===== config.mk =====
export PLATFORM = sky130hd
export DESIGN_NAME = collision_scan
export DESIGN_NICKNAME = d
export VERILOG_FILES = /design/src/rtl/collision_scan.sv
export SDC_FILE = /design/constraint.sdc
export NUM_CORES = 1
export LEC_CHECK = 0
export ABC_AREA = 1
export CAP_MARGIN = 20
export CORE_ASPECT_RATIO = 2
export CORE_MARGIN = 3
export CORE_UTILIZATION = 50
export CTS_CLUSTER_SIZE = 25
export DETAILED_ROUTE_END_ITERATION = 10
export PLACE_DENSITY = 0.78
export SYNTH_ARGS = -nofsm -noshare
export SYNTH_HDL_FRONTEND = slang
export SYNTH_SLANG_ARGS = --single-unit

===== constraint.sdc =====
create_clock -name clk -period 4.56 [get_ports clk]
set_input_delay 1.14 -clock clk [delete_from_list [all_inputs] [get_ports clk]]
set_output_delay 1.14 -clock clk [all_outputs]
set_load 0.05 [all_outputs]

===== src/rtl/collision_scan.sv =====
// ---------------------------------------------------------------------------
// collision_scan
//
// Read-side consumer of the shared object table. A frame tick (start) freezes
// a copy of the whole table plus the player box, then the FSM walks the copy
// one slot per cycle. Each enemy slot is tested for strict AABB overlap with
// the player box; hits build a per-slot mask, a hit count and a sticky
// game-over flag.
//
// Ports
//   clk        system clock, rising edge
//   rst_n      asynchronous active-low reset
//   start      frame tick, accepted only while idle
//   gamedata   object table, slot i at [i*DATALEN +: DATALEN]
//   player_x/y player box origin
//   player_w/h player box size
//   clear      clears gameover (a hit on the same edge wins)
//   busy       scan in progress
//   done       one-cycle pulse, hit_mask/hit_count final
//   hit_mask   bit i set when slot i collided in the last scan
//   hit_count  population count of hit_mask
//   gameover   sticky collision flag
// ---------------------------------------------------------------------------

// Per-slot overlap test. Pure combinational; the scanner time-multiplexes a
// single instance over the frozen table.
module cs_aabb #(
  parameter int                 DATALEN    = 44,
  parameter int                 TYPE_W     = 4,
  parameter int                 X_W        = 10,
  parameter int                 Y_W        = 10,
  parameter int                 W_W        = 10,
  parameter int                 H_W        = 10,
  parameter logic [TYPE_W-1:0]  ENEMY_TYPE = 4'd1
)(
  input  logic [DATALEN-1:0] slot,
  input  logic [X_W-1:0]     px,
  input  logic [Y_W-1:0]     py,
  input  logic [W_W-1:0]     pw,
  input  logic [H_W-1:0]     ph,
  output logic               hit
);
  // Field offsets, LSB-first: type, x, y, width, height.
  localparam int X_LO = TYPE_W;
  localparam int Y_LO = X_LO + X_W;
  localparam int W_LO = Y_LO + Y_W;
  localparam int H_LO = W_LO + W_W;

  // Extent sums carry one extra bit so box ends past the screen edge never
  // wrap back into range.
  localparam int XS = ((X_W > W_W) ? X_W : W_W) + 1;
  localparam int YS = ((Y_W > H_W) ? Y_W : H_W) + 1;

  logic [TYPE_W-1:0] e_type;
  logic [X_W-1:0]    e_x;
  logic [Y_W-1:0]    e_y;
  logic [W_W-1:0]    e_w;
  logic [H_W-1:0]    e_h;

  assign e_type = slot[TYPE_W-1:0];
  assign e_x    = slot[X_LO +: X_W];
  assign e_y    = slot[Y_LO +: Y_W];
  assign e_w    = slot[W_LO +: W_W];
  assign e_h    = slot[H_LO +: H_W];

  logic [XS-1:0] px_end, ex_end;
  logic [YS-1:0] py_end, ey_end;

  assign px_end = XS'(px)  + XS'(pw);
  assign ex_end = XS'(e_x) + XS'(e_w);
  assign py_end = YS'(py)  + YS'(ph);
  assign ey_end = YS'(e_y) + YS'(e_h);

  // Strict compares: shared edges and zero-size boxes do not overlap.
  logic ov_x, ov_y;
  assign ov_x = (XS'(e_x) < px_end) && (XS'(px) < ex_end);
  assign ov_y = (YS'(e_y) < py_end) && (YS'(py) < ey_end);

  assign hit = (e_type == ENEMY_TYPE) && ov_x && ov_y;
endmodule

module collision_scan #(
  parameter int                 NSLOT      = 9,
  parameter int                 DATALEN    = 44,
  parameter int                 TYPE_W     = 4,
  parameter int                 X_W        = 10,
  parameter int                 Y_W        = 10,
  parameter int                 W_W        = 10,
  parameter int                 H_W        = 10,
  parameter logic [TYPE_W-1:0]  ENEMY_TYPE = 4'd1,
  parameter int                 IDX_W      = $clog2(NSLOT),
  parameter int                 CNT_W      = $clog2(NSLOT + 1)
)(
  input  logic                     clk,
  input  logic                     rst_n,
  input  logic                     start,
  input  logic [NSLOT*DATALEN-1:0] gamedata,
  input  logic [X_W-1:0]           player_x,
  input  logic [Y_W-1:0]           player_y,
  input  logic [W_W-1:0]           player_w,
  input  logic [H_W-1:0]           player_h,
  input  logic                     clear,
  output logic                     busy,
  output logic                     done,
  output logic [NSLOT-1:0]         hit_mask,
  output logic [CNT_W-1:0]         hit_count,
  output logic                     gameover
);
  typedef enum logic {IDLE = 1'b0, SCAN = 1'b1} state_t;

  state_t state, state_nxt;

  // Frozen copy of the table and player box; the live inputs may change
  // under us while the mover updates the table.
  logic [NSLOT-1:0][DATALEN-1:0] snap;
  logic [X_W-1:0]                snap_px;
  logic [Y_W-1:0]                snap_py;
  logic [W_W-1:0]                snap_pw;
  logic [H_W-1:0]                snap_ph;
  logic [IDX_W-1:0]              idx;

  logic capture, eval, last, slot_hit;

  // -------------------------------------------------------------------------
  // FSM
  // -------------------------------------------------------------------------
  always_ff @(posedge clk or negedge rst_n) begin
    if (!rst_n) state <= IDLE;
    else        state <= state_nxt;
  end

  always_comb begin
    state_nxt = state;
    capture   = 1'b0;
    eval      = 1'b0;
    last      = 1'b0;
    case (state)
      IDLE: begin
        if (start) begin
          capture   = 1'b1;
          state_nxt = SCAN;
        end
      end
      SCAN: begin
        // start is deliberately not looked at here: no restart, no queue.
        eval = 1'b1;
        if (idx == IDX_W'(NSLOT - 1)) begin
          last      = 1'b1;
          state_nxt = IDLE;
        end
      end
      default: state_nxt = IDLE;
    endcase
  end

  assign busy = (state == SCAN);

  // -------------------------------------------------------------------------
  // Overlap test on the currently indexed snapshot slot
  // -------------------------------------------------------------------------
  cs_aabb #(
    .DATALEN    (DATALEN),
    .TYPE_W     (TYPE_W),
    .X_W        (X_W),
    .Y_W        (Y_W),
    .W_W        (W_W),
    .H_W        (H_W),
    .ENEMY_TYPE (ENEMY_TYPE)
  ) u_aabb (
    .slot (snap[idx]),
    .px   (snap_px),
    .py   (snap_py),
    .pw   (snap_pw),
    .ph   (snap_ph),
    .hit  (slot_hit)
  );

  // -------------------------------------------------------------------------
  // Snapshot, index and results
  // -------------------------------------------------------------------------
  always_ff @(posedge clk or negedge rst_n) begin
    if (!rst_n) begin
      snap      <= '0;
      snap_px   <= '0;
      snap_py   <= '0;
      snap_pw   <= '0;
      snap_ph   <= '0;
      idx       <= '0;
      done      <= 1'b0;
      hit_mask  <= '0;
      hit_count <= '0;
    end else begin
      done <= last;
      if (capture) begin
        snap      <= gamedata;
        snap_px   <= player_x;
        snap_py   <= player_y;
        snap_pw   <= player_w;
        snap_ph   <= player_h;
        idx       <= '0;
        hit_mask  <= '0;
        hit_count <= '0;
      end else begin
        if (eval && !last)
          idx <= idx + 1'b1;
        if (eval && slot_hit) begin
          hit_mask[idx] <= 1'b1;
          hit_count     <= hit_count + 1'b1;
        end
      end
    end
  end

  // Sticky flag: a hit on the same edge as clear keeps it set.
  always_ff @(posedge clk or negedge rst_n) begin
    if (!rst_n)                gameover <= 1'b0;
    else if (eval && slot_hit) gameover <= 1'b1;
    else if (clear)            gameover <= 1'b0;
  end
endmodule


==> results of run 1 <==
==> cell families after synthesis <==
group / synth area share, %
AO/OA/AOI/OAI: 10.1
XOR/XNOR: 1.37
flip-flops: 50.9
AND/OR/NAND/NOR: 8.66
adder cells (fa/ha/maj): 4.88
buffers and inverters: 3.53
multiplexers: 20.5
==> critical path, stage by stage (launching register included) <==
cell      delay [ns]
dfrtp_4         0.53
clkinv_8        0.17
buf_4           0.18
nand2_1         0.06
a221oi_1        0.51
o31ai_1         0.23
ha_1            0.43
nand2_1         0.08
nor3_1          0.23
a21oi_1         0.15
xor2_1          0.16
ha_1            0.30
a21o_1          0.18
nor2_1          0.10
nand2_1         0.07
nand2_1         0.06
nand2_1         0.05
nand2_1         0.06
nand2_1         0.05
nand2_1         0.09
inv_1           0.07
nor2_4          0.19
nand2_4         0.12
nand3_1         0.10
nand2_1         0.06
==> worst min-delay path by stage <==
stage               startpoint         to  slack [ns]  depth (start not counted)
finish               snap[294]  snap[294]        0.50                          1
CTS                  snap[294]  snap[294]        0.50                          1
global placement     snap[269]  snap[269]        0.48                          1
detailed placement   snap[279]  snap[279]        0.49                          1
floorplan             snap[92]   snap[92]        0.47                          1
global route          snap[99]   snap[99]        0.51                          1
==> registers in the layout (all words and copies together), names as in the netlist <==
register	cells
snap_pw	10
hit_count	4
snap_ph	10
done	1
gameover	1
idx	4
hit_mask	9
busy	1
snap	396
snap_px	10
snap_py	10
==> metrics by stage <==
stage | utilization (%) | setup WS [ns] | cell area, µm²
2_1_floorplan | - | 0.346 | 22400
3_3_place_gp | 63.2 | -0.0397 | 27900
3_5_place_dp | 63.2 | -0.0975 | 27900
4_1_cts | 66.4 | 0.0553 | 29300
5_1_grt | 67.4 | 0.00190 | 29800
6_report | 67.4 | 0.160 | 29800
==> cells in the mapped netlist (11+ instances only) <==
cell type / count / share of area (%)
inv_1: 79 / 1.3
o31ai_1: 38 / 1.3
nand2_1: 267 / 4.5
xnor2_1: 12 / 0.47
ha_1: 81 / 4.5
o21ai_0: 84 / 1.9
nand3_1: 54 / 1.2
clkbuf_1: 102 / 1.7
buf_2: 11 / 0.25
a221oi_1: 76 / 3.0
a21oi_1: 71 / 1.6
o22ai_1: 40 / 1.1
dfrtp_1: 456 / 51
nor2_1: 152 / 2.5
xor2_1: 23 / 0.90
mux2_2: 408 / 21
==> final cells by class <==
cell class	instances	area, µm²
inverters	80	313
clock buffers	62	1240
fillers	3360	14400
clock inverters	12	141
repair buffers	542	5540
diodes	11	27.5
well taps	555	694
flip-flops and latches	456	11400
multi-input cells	1366	10400
==> metal layers <==
layer | GRT usage [%] | routed length, µm | vias up
met5 | 0 | 23 | -
met4 | 20.1 | 5980 | 4
met1 | 33.1 | 25800 | 8979
li1 | - | - | 8079
met3 | 4.52 | 4480 | 227
met2 | 55.3 | 39900 | 776
==> what timing repair did <==
action,CTS,global route
cloned,0,6
endpoints found under the hold margin,0,0
gates resized for setup,3,45
setup endpoints to repair,14,14
setup buffers,0,9
pin swaps,0,12
==> placed cells by master, fill, tap and decap left out, types with 7 or more instances in the layout <==
cell,instances
buf_12,18
o21bai_1,8
buf_4,60
mux2_2,408
o21ai_0,83
clkbuf_8,9
a21oi_1,70
nand2_1,265
nand3_1,54
clkdlybuf4s50_1,454
xnor2_1,12
inv_1,78
clkinv_2,7
a221oi_2,9
o31ai_1,27
clkbuf_16,48
xor2_1,23
o31ai_2,10
clkbuf_1,10
ha_1,80
a221oi_1,67
o22ai_1,37
dfrtp_1,452
nor2_1,149
diode_2,11
==> power groups by stage <==
stage,clock [W],combinational [W],sequential [W]
2_1_floorplan,0,0.00951,0.00697
3_3_place_gp,0,0.0134,0.00740
3_5_place_dp,0,0.0138,0.00750
4_1_cts,0.00364,0.0139,0.00744
5_1_grt,0.00379,0.0162,0.00767
6_report,0.00359,0.0149,0.00751
==> flow_metrics.py, run 1 <==
metrics = {
    "logic_synthesis": {
        "synthFlopType": "dfrtp_1",
        "async_reset_ff_share_pct": 100,
        "synth.distinct_cells": 37,
        "ys_seq_area_share_pct": 50.9,
        "synth-seq-cells": 456,
        "synth.avg_cell_area_um2": 11.1,
        "netlist_area_um2": 22400,
        "ys_warn_count": 0,
        "synthesis.instances": 2023,
        "synth_nets": 2548,
        "synth_edf_count": 0,
    },
    "detailed_routing": {
        "routed_wirelength_um": 76200,
        "ant_nets": 0,
        "vias": 18100,
        "dr.pass1.iters": 5,
        "wl_per_cell_um": 24.7,
        "drt_iter0_drc": 1162,
        "drc_errors": 0,
        "detail_route.vias_per_cell": 5.86,
    },
    "setup_path": {
        "r2r-end": "hit_count[1]",
        "critPathMaxFanout": 31,
        "regToRegSetupSlack_ns": 0.16,
        "worstSetupPathType": "flop to flop",
        "cp.arrival_ns": 4.84,
        "worstRegToRegCells": 24,
        "crit_end": "hit_count[1]",
        "startpoint_type": "flop",
        "worstPathRequired_ns": 5.00,
        "setup.worst_path.start": "idx[0]",
        "end_kind": "flop",
        "worstReg2RegStart": "idx[0]",
    },
    "global_route": {
        "track_usage_pct": 30.8,
        "antenna_found_initial": 13,
        "grt_pass1_vias": 19100,
        "overflow": 0,
        "grt_max_degree": 105,
        "grt_pass1_wl_um": 111000,
    },
    "final_layout": {
        "num-nets-final": 3013,
        "drive_gt1_share_pct": 24.0,
        "area_growth_pct": 33.0,
        "final_cells": 3084,
    },
    "floorplan": {
        "start_util_pct": 50.7,
        "rows": 109,
        "coreArea_um2": 44200,
        "die_w_um": 156,
        "dieArea_um2": 47500,
        "die_h_um": 305,
        "ios": 456,
    },
    "clock_network": {
        "clock_latency_ns": 0.56,
        "cts_buffers": 42,
        "hold_buffers": 0,
        "h-tree-depth": 2,
        "path_clk_slew_ns": 0.07,
        "root_buffer": "clkbuf_16",
        "clockBufferDepth": 3,
        "cts.sinks": 456,
        "cts_tree": "yes",
    },
    "run_status": {
        "status": "completed",
    },
    "sta": {
        "slew_viol_final": 0,
        "hold_ws_ns": 0.501,
        "post-route-period-util_pct": 96.5,
        "tightest_slew_ns": 0.935,
        "fmax_ghz": 0.227,
        "layout_min_cycle_time_ns": 4.40,
        "clock_skew_ns": 0.0144,
        "rsz0062_at_grt": "false",
        "setup_viol": 0,
        "timing.setup.tns_ns": 0,
        "maxSlewHeadroom_pct": 37.1,
        "hold_violations": 0,
    },
    "run": {
        "cap_violations": 0,
    },
    "pwr": {
        "vdd_ir_drop_max_v": 0.000519,
        "leakage_nw": 13.0,
        "swShare_pct": 43.4,
        "power.internal_w": 0.0147,
        "power_w": 0.0260,
        "p_clk_share_pct": 13.8,
        "p_per_area_nw_per_um2": 872,
        "p_sw_w": 0.0113,
        "pwr-share-seq_pct": 28.9,
        "p_comb_share_pct": 57.2,
    },
    "min_path": {
        "worstHoldPathType": "flop to flop",
    },
    "placement": {
        "dp_hpwl_um": 57600,
        "io_buffers": 455,
        "place_inst": 2984,
        "gp_congestion": 0.950,
    },
}
(Power assumes the default switching activity.)
==> inputs of run 2 (changes only) <==
==> constraint.sdc (replaced) <==
create_clock -name clk -period 5.2 [get_ports clk]
set_input_delay 1.3 -clock clk [delete_from_list [all_inputs] [get_ports clk]]
set_output_delay 1.3 -clock clk [all_outputs]
set_load 0.05 [all_outputs]
==> flow_metrics.py, run 2 (same netlist as run 1, synthesis figures left out) <==
metrics = {
    "sta": {
        "rsz0062_at_grt": "false",
        "timing.setup.tns_ns": 0,
        "fmax_ghz": 0.214,
        "tightest_slew_ns": 0.944,
        "hold_violations": 0,
        "setup_viol": 0,
        "maxSlewHeadroom_pct": 37.1,
        "clock_skew_ns": 0.0243,
        "slew_viol_final": 0,
        "hold_ws_ns": 0.502,
        "layout_min_cycle_time_ns": 4.67,
        "post-route-period-util_pct": 89.9,
    },
    "final_layout": {
        "num-nets-final": 2979,
        "largest_reg_flops": 396,
        "area_growth_pct": 30.6,
        "largest-register": "snap",
        "final_cell_mix": "clkdlybuf4s50_1 (454), dfrtp_1 (453), mux2_2 (408)",
        "final_common_cell": "clkdlybuf4s50_1",
        "drive_gt1_share_pct": 21.7,
        "fill_cells": 3455,
        "final_util_pct": 66.2,
    },
    "pwr": {
        "swShare_pct": 43.0,
        "p_comb_share_pct": 55.3,
        "pwr-share-seq_pct": 30.2,
        "vdd_ir_drop_max_v": 0.000381,
        "p_per_area_nw_per_um2": 746,
        "leakage_nw": 12.8,
        "power_w": 0.0218,
        "p_clk_share_pct": 14.5,
        "power.internal_w": 0.0124,
        "p_sw_w": 0.00939,
    },
    "floorplan": {
        "die_w_um": 156,
        "die_h_um": 305,
        "coreArea_um2": 44200,
        "ios": 456,
        "rows": 109,
        "start_util_pct": 50.7,
        "dieArea_um2": 47500,
    },
    "detailed_routing": {
        "routed_wirelength_um": 74800,
        "vias": 17800,
        "ant_nets": 0,
        "detail_route.vias_per_cell": 5.82,
        "dr.pass1.iters": 5,
        "wl_per_cell_um": 24.5,
        "drc_errors": 0,
        "drt_iter0_drc": 1191,
    },
    "run": {
        "cap_violations": 0,
    },
    "setup_path": {
        "worstPathRequired_ns": 5.68,
        "startpoint_type": "flop",
        "critPathMaxFanout": 23,
        "cp.arrival_ns": 5.16,
        "worstSetupPathType": "flop to flop",
        "end_kind": "flop",
    },
    "clock_network": {
        "clockBufferDepth": 3,
        "path_clk_slew_ns": 0.07,
        "h-tree-depth": 2,
        "cts_buffers": 42,
        "clock_latency_ns": 0.57,
        "cts_tree": "yes",
        "root_buffer": "clkbuf_16",
        "cts.sinks": 456,
    },
    "global_route": {
        "grt_pass1_wl_um": 111000,
        "antenna_found_initial": 19,
        "grt_busiest_layer": "met2",
        "use_met1_pct": 33.5,
        "overflow": 0,
        "gr-usage-met2_pct": 53.8,
        "grt_util_met3_pct": 4.83,
        "track_usage_pct": 30.9,
        "grt_max_degree": 122,
        "grt_pass1_vias": 18800,
    },
    "placement": {
        "io_buffers": 455,
        "dp_hpwl_um": 57400,
        "gp_congestion": 0.946,
    },
    "run_status": {
        "status": "completed",
    },
    "min_path": {
        "worstHoldPathType": "flop to flop",
    },
}
## run 2: changes by cell type in the layout (fill, tap and decap cells not counted), moves of 3 or more
cell       change
a221oi_1       +9
a221oi_2       -9
buf_4         -24
buf_6          -4
clkbuf_16      -5
clkbuf_8       -4
diode_2        +5
nor2_4         -3
o22ai_1        +3
o22ai_2        -3
o31ai_1       +10
o31ai_2        -9
## run 2: power by group through the flow
stage	Combinational, W	Clock, W	Sequential, W
after floorplan	0.00834	0	0.00611
after global placement	0.0116	0	0.00652
after detailed placement	0.0119	0	0.00661
after CTS	0.0120	0.00320	0.00656
after global routing	0.0133	0.00334	0.00675
final	0.0121	0.00316	0.00660
## run 2: critical path: stages, from the launching register on
cell and delay [ns]:
dfrtp_4 0.58, inv_6 0.22, buf_4 0.32, nand2_1 0.08
nand3_1 0.09, nand2_1 0.05, o21ai_0 0.27, buf_4 0.21
inv_1 0.05, ha_1 0.23, fa_1 0.49, a21oi_1 0.24
xor2_1 0.19, ha_1 0.27, a21o_1 0.19, nor2_1 0.09
nand2_1 0.06, nand2_1 0.05, nand2_1 0.05, nand2_1 0.06
nand2_1 0.05, nand2_1 0.08, nand3_1 0.10, nor2_2 0.34
nand3_1 0.11, nand2_1 0.11
## run 2: final timing paths
check / startpoint / end / slack [ns] / depth (start not counted)
max: idx[0] / hit_mask[2] / 0.53 / 25
min: snap[300] / snap[300] / 0.50 / 1
max reg2reg: idx[0] / hit_mask[2] / 0.53 / 25
min reg2reg: snap[300] / snap[300] / 0.50 / 1
max in group asynchronous: rst_n / snap_ph[0] / 3.26 / 2
min in group asynchronous: rst_n / snap_ph[3] / 0.81 / 1
## run 2: layout make-up
cell class / instances / area [µm²] / share of cell area, %
Antenna cell: 16 / 40.0 / 0.137
Clock buffer: 60 / 1190 / 4.07
Clock inverter: 14 / 194 / 0.663
Inverter: 80 / 305 / 1.04
Multi-Input combinational cell: 1366 / 10200 / 35.0
Sequential cell: 456 / 11400 / 39.0
Tap cell: 555 / 694 / 2.37
Timing Repair Buffer: 508 / 5170 / 17.7
## run 2: through the flow
step / instance area (µm²) / std cells / worst slack, ns
CTS: 29200 / 3034 / 0.203
floorplan: 22400 / 2023 / 0.986
global placement: 27800 / 2960 / 0.414
finish: 29200 / 3055 / 0.526
global route: 29200 / 3052 / 0.0890
detailed placement: 27800 / 2960 / 0.274
## run 2: routing by layer
layer	share of wire, %	up-vias
li1	-	8025
met1	34	8811
met2	52	724
met3	5.8	205
met4	8.0	4
met5	0.037	-
## run 2: timing repair
action / CTS / global route
hold buffers: 0 / 0
setup buffers: 0 / 4
hold endpoints to repair: 0 / 0
setup endpoints to repair: 0 / 14
gates resized for setup: 0 / 3
==> inputs of run 3 (changes only) <==
--- a/config.mk
+++ b/config.mk
@@ -9,10 +9,10 @@
 export CAP_MARGIN = 20
 export CORE_ASPECT_RATIO = 2
 export CORE_MARGIN = 3
-export CORE_UTILIZATION = 50
+export CORE_UTILIZATION = 56
 export CTS_CLUSTER_SIZE = 25
 export DETAILED_ROUTE_END_ITERATION = 10
-export PLACE_DENSITY = 0.78
+export PLACE_DENSITY = 0.86
 export SYNTH_ARGS = -nofsm -noshare
 export SYNTH_HDL_FRONTEND = slang
 export SYNTH_SLANG_ARGS = --single-unit
==> flow_metrics.py, run 3 (same netlist as run 1, synthesis figures left out) <==
metrics = {
    "setup_path": {
        "setup.worst_path.start": "idx[0]",
        "startpoint_type": "flop",
        "crit_slowest_cell": "dfrtp_4",
        "crit_path_frequent_cell": "nand2_1",
        "worstReg2RegStart": "idx[0]",
        "worstPathRequired_ns": 5.62,
        "cp_cell_sequence": "inv_6, buf_16, nand2_1, a221oi_2, o31ai_1, ha_1, fa_1, a31oi_1, xor2_1, ha_1, a21oi_1, nor2_1, nor2_1, nand2_1, nand3_1, nand2_1, nand2_1, nand2_1, nand2_1, inv_1, nor2_1, nand2_2, nand3_1, nand2_1",
        "cp.arrival_ns": 5.18,
        "worstSetupPathType": "flop to flop",
        "slowest_delay_ns": 0.59,
        "worstRegToRegCells": 24,
        "end_kind": "flop",
        "critPathMaxFanout": 107,
    },
    "sta": {
        "setup_viol": 0,
        "timing.setup.tns_ns": 0,
        "maxSlewHeadroom_pct": 36.1,
        "layout_min_cycle_time_ns": 4.76,
        "rsz0062_at_grt": "false",
        "tightest_slew_ns": 0.959,
        "post-route-period-util_pct": 91.5,
        "hold_ws_ns": 0.502,
        "clock_skew_ns": 0.0150,
        "slew_viol_final": 0,
        "fmax_ghz": 0.210,
        "hold_violations": 0,
    },
    "run_status": {
        "status": "completed",
    },
    "final_layout": {
        "num-nets-final": 2957,
        "largest_reg_flops": 396,
        "drive_gt1_share_pct": 20.9,
        "fill_cells": 2615,
        "final_cell_mix": "dfrtp_1 (454), clkdlybuf4s50_1 (454), mux2_2 (408)",
        "area_growth_pct": 29.5,
        "largest-register": "snap",
    },
    "placement": {
        "dp_hpwl_um": 55200,
        "io_buffers": 455,
        "gp_congestion": 0.952,
    },
    "clock_network": {
        "hold_buffers": 0,
        "clockBufferDepth": 3,
        "clock_latency_ns": 0.55,
        "h-tree-depth": 2,
        "cts_tree": "yes",
        "path_clk_slew_ns": 0.07,
        "cts.sinks": 456,
        "root_buffer": "clkbuf_16",
        "cts_buffers": 40,
    },
    "detailed_routing": {
        "routed_wirelength_um": 74100,
        "detail_route.vias_per_cell": 6.05,
        "ant_nets": 0,
        "drt_iter0_drc": 1342,
        "dr.pass1.iters": 5,
        "drc_errors": 0,
        "wl_per_cell_um": 24.7,
        "vias": 18200,
    },
    "global_route": {
        "grt_pass1_vias": 19200,
        "overflow": 0,
        "track_usage_pct": 34.1,
        "antenna_found_initial": 17,
        "grt_max_degree": 119,
        "grt_pass1_wl_um": 111000,
    },
    "floorplan": {
        "die_w_um": 147,
        "dieArea_um2": 42600,
        "rows": 103,
        "start_util_pct": 56.8,
        "ios": 456,
        "coreArea_um2": 39400,
        "die_h_um": 289,
    },
    "min_path": {
        "min-delay-start": "snap[272]",
        "whs_path_depth": 1,
        "worstHoldPathType": "flop to flop",
    },
    "pwr": {
        "p_per_area_nw_per_um2": 745,
        "power.internal_w": 0.0123,
        "swShare_pct": 43.3,
        "p_clk_share_pct": 14.2,
        "pwr-share-seq_pct": 30.6,
        "p_comb_share_pct": 55.2,
        "p_sw_w": 0.00937,
        "vdd_ir_drop_max_v": 0.000417,
        "leakage_nw": 12.6,
    },
    "run": {
        "cap_violations": 0,
    },
}
-- run 3: cell count changes in the layout (fill, tap and decap cells not counted), sizes merged --
| cell | previous run | this run |
|---|---|---|
| clkinv | 6 | 5 |
| bufinv | 4 | 3 |
| buf | 54 | 35 |
| clkinvlp | 2 | 0 |
| clkbuf | 60 | 62 |
| inv | 82 | 80 |
| nor2 | 156 | 155 |
-- run 3: worst paths after layout --
kind	end	slack (ns)
setup / recovery	hit_count[3]	0.44
hold / removal	snap[272]	0.50
setup reg to reg	hit_count[3]	0.44
hold reg to reg	snap[272]	0.50
max in group asynchronous	idx[0]	3.30
min in group asynchronous	snap_py[2]	0.87
-- run 3: cell type report --
type / count / area, µm² / share of cell area, %
Timing Repair Buffer: 489 / 5020 / 17.3
Antenna cell: 16 / 40.0 / 0.138
Multi-Input combinational cell: 1365 / 10200 / 35.3
Clock buffer: 62 / 1200 / 4.12
Inverter: 80 / 305 / 1.05
Sequential cell: 456 / 11400 / 39.4
Tap cell: 525 / 657 / 2.26
Clock inverter: 8 / 130 / 0.449
-- run 3: per-layer routing --
layer	vias to the layer above	global-route usage, %	share of wire, %
met1	9027	37.1	33
met4	0	26.8	8.9
li1	7962	-	-
met3	264	4.76	5.9
met5	-	0	0
met2	910	59.6	52
-- run 3: repair_timing --
item / in CTS / in global routing
setup endpoints to repair: 0 / 14
gates resized for setup: 0 / 7
setup buffers: 0 / 3
-- run 3: power by group through the flow --
| stage | Clock (W) | Combinational, W | Sequential, W |
|---|---|---|---|
| finish | 0.00308 | 0.0119 | 0.00662 |
| global placement | 0 | 0.0111 | 0.00649 |
| detailed placement | 0 | 0.0116 | 0.00659 |
| global route | 0.00323 | 0.0131 | 0.00675 |
| floorplan | 0 | 0.00834 | 0.00611 |
| CTS | 0.00311 | 0.0117 | 0.00656 |
-- run 3: worst max-delay path, delay by kind of cell (launching register included) --
family,cells,cell delay (ns)
XOR/XNOR,1,0.19
flip-flops,1,0.59
buffers and inverters,3,0.58
AO/OA/AOI/OAI,4,0.95
AND/OR/NAND/NOR,13,1.20
adder cells (fa/ha/maj),3,1.04
-- run 3: per-stage QoR --
| stage | total power [W] | std cells | util [%] | cell area (µm²) | setup slack [ns] |
|---|---|---|---|---|---|
| floorplan | 0.0145 | 2023 | - | 22400 | 0.986 |
| global placement | 0.0176 | 2912 | 69.9 | 27600 | 0.308 |
| detailed placement | 0.0182 | 2912 | 69.9 | 27600 | 0.0651 |
| CTS | 0.0214 | 2982 | 73.3 | 28900 | 0.0864 |
| global route | 0.0231 | 3001 | 73.5 | 29000 | 0.0196 |
| finish | 0.0216 | 3001 | 73.5 | 29000 | 0.444 |
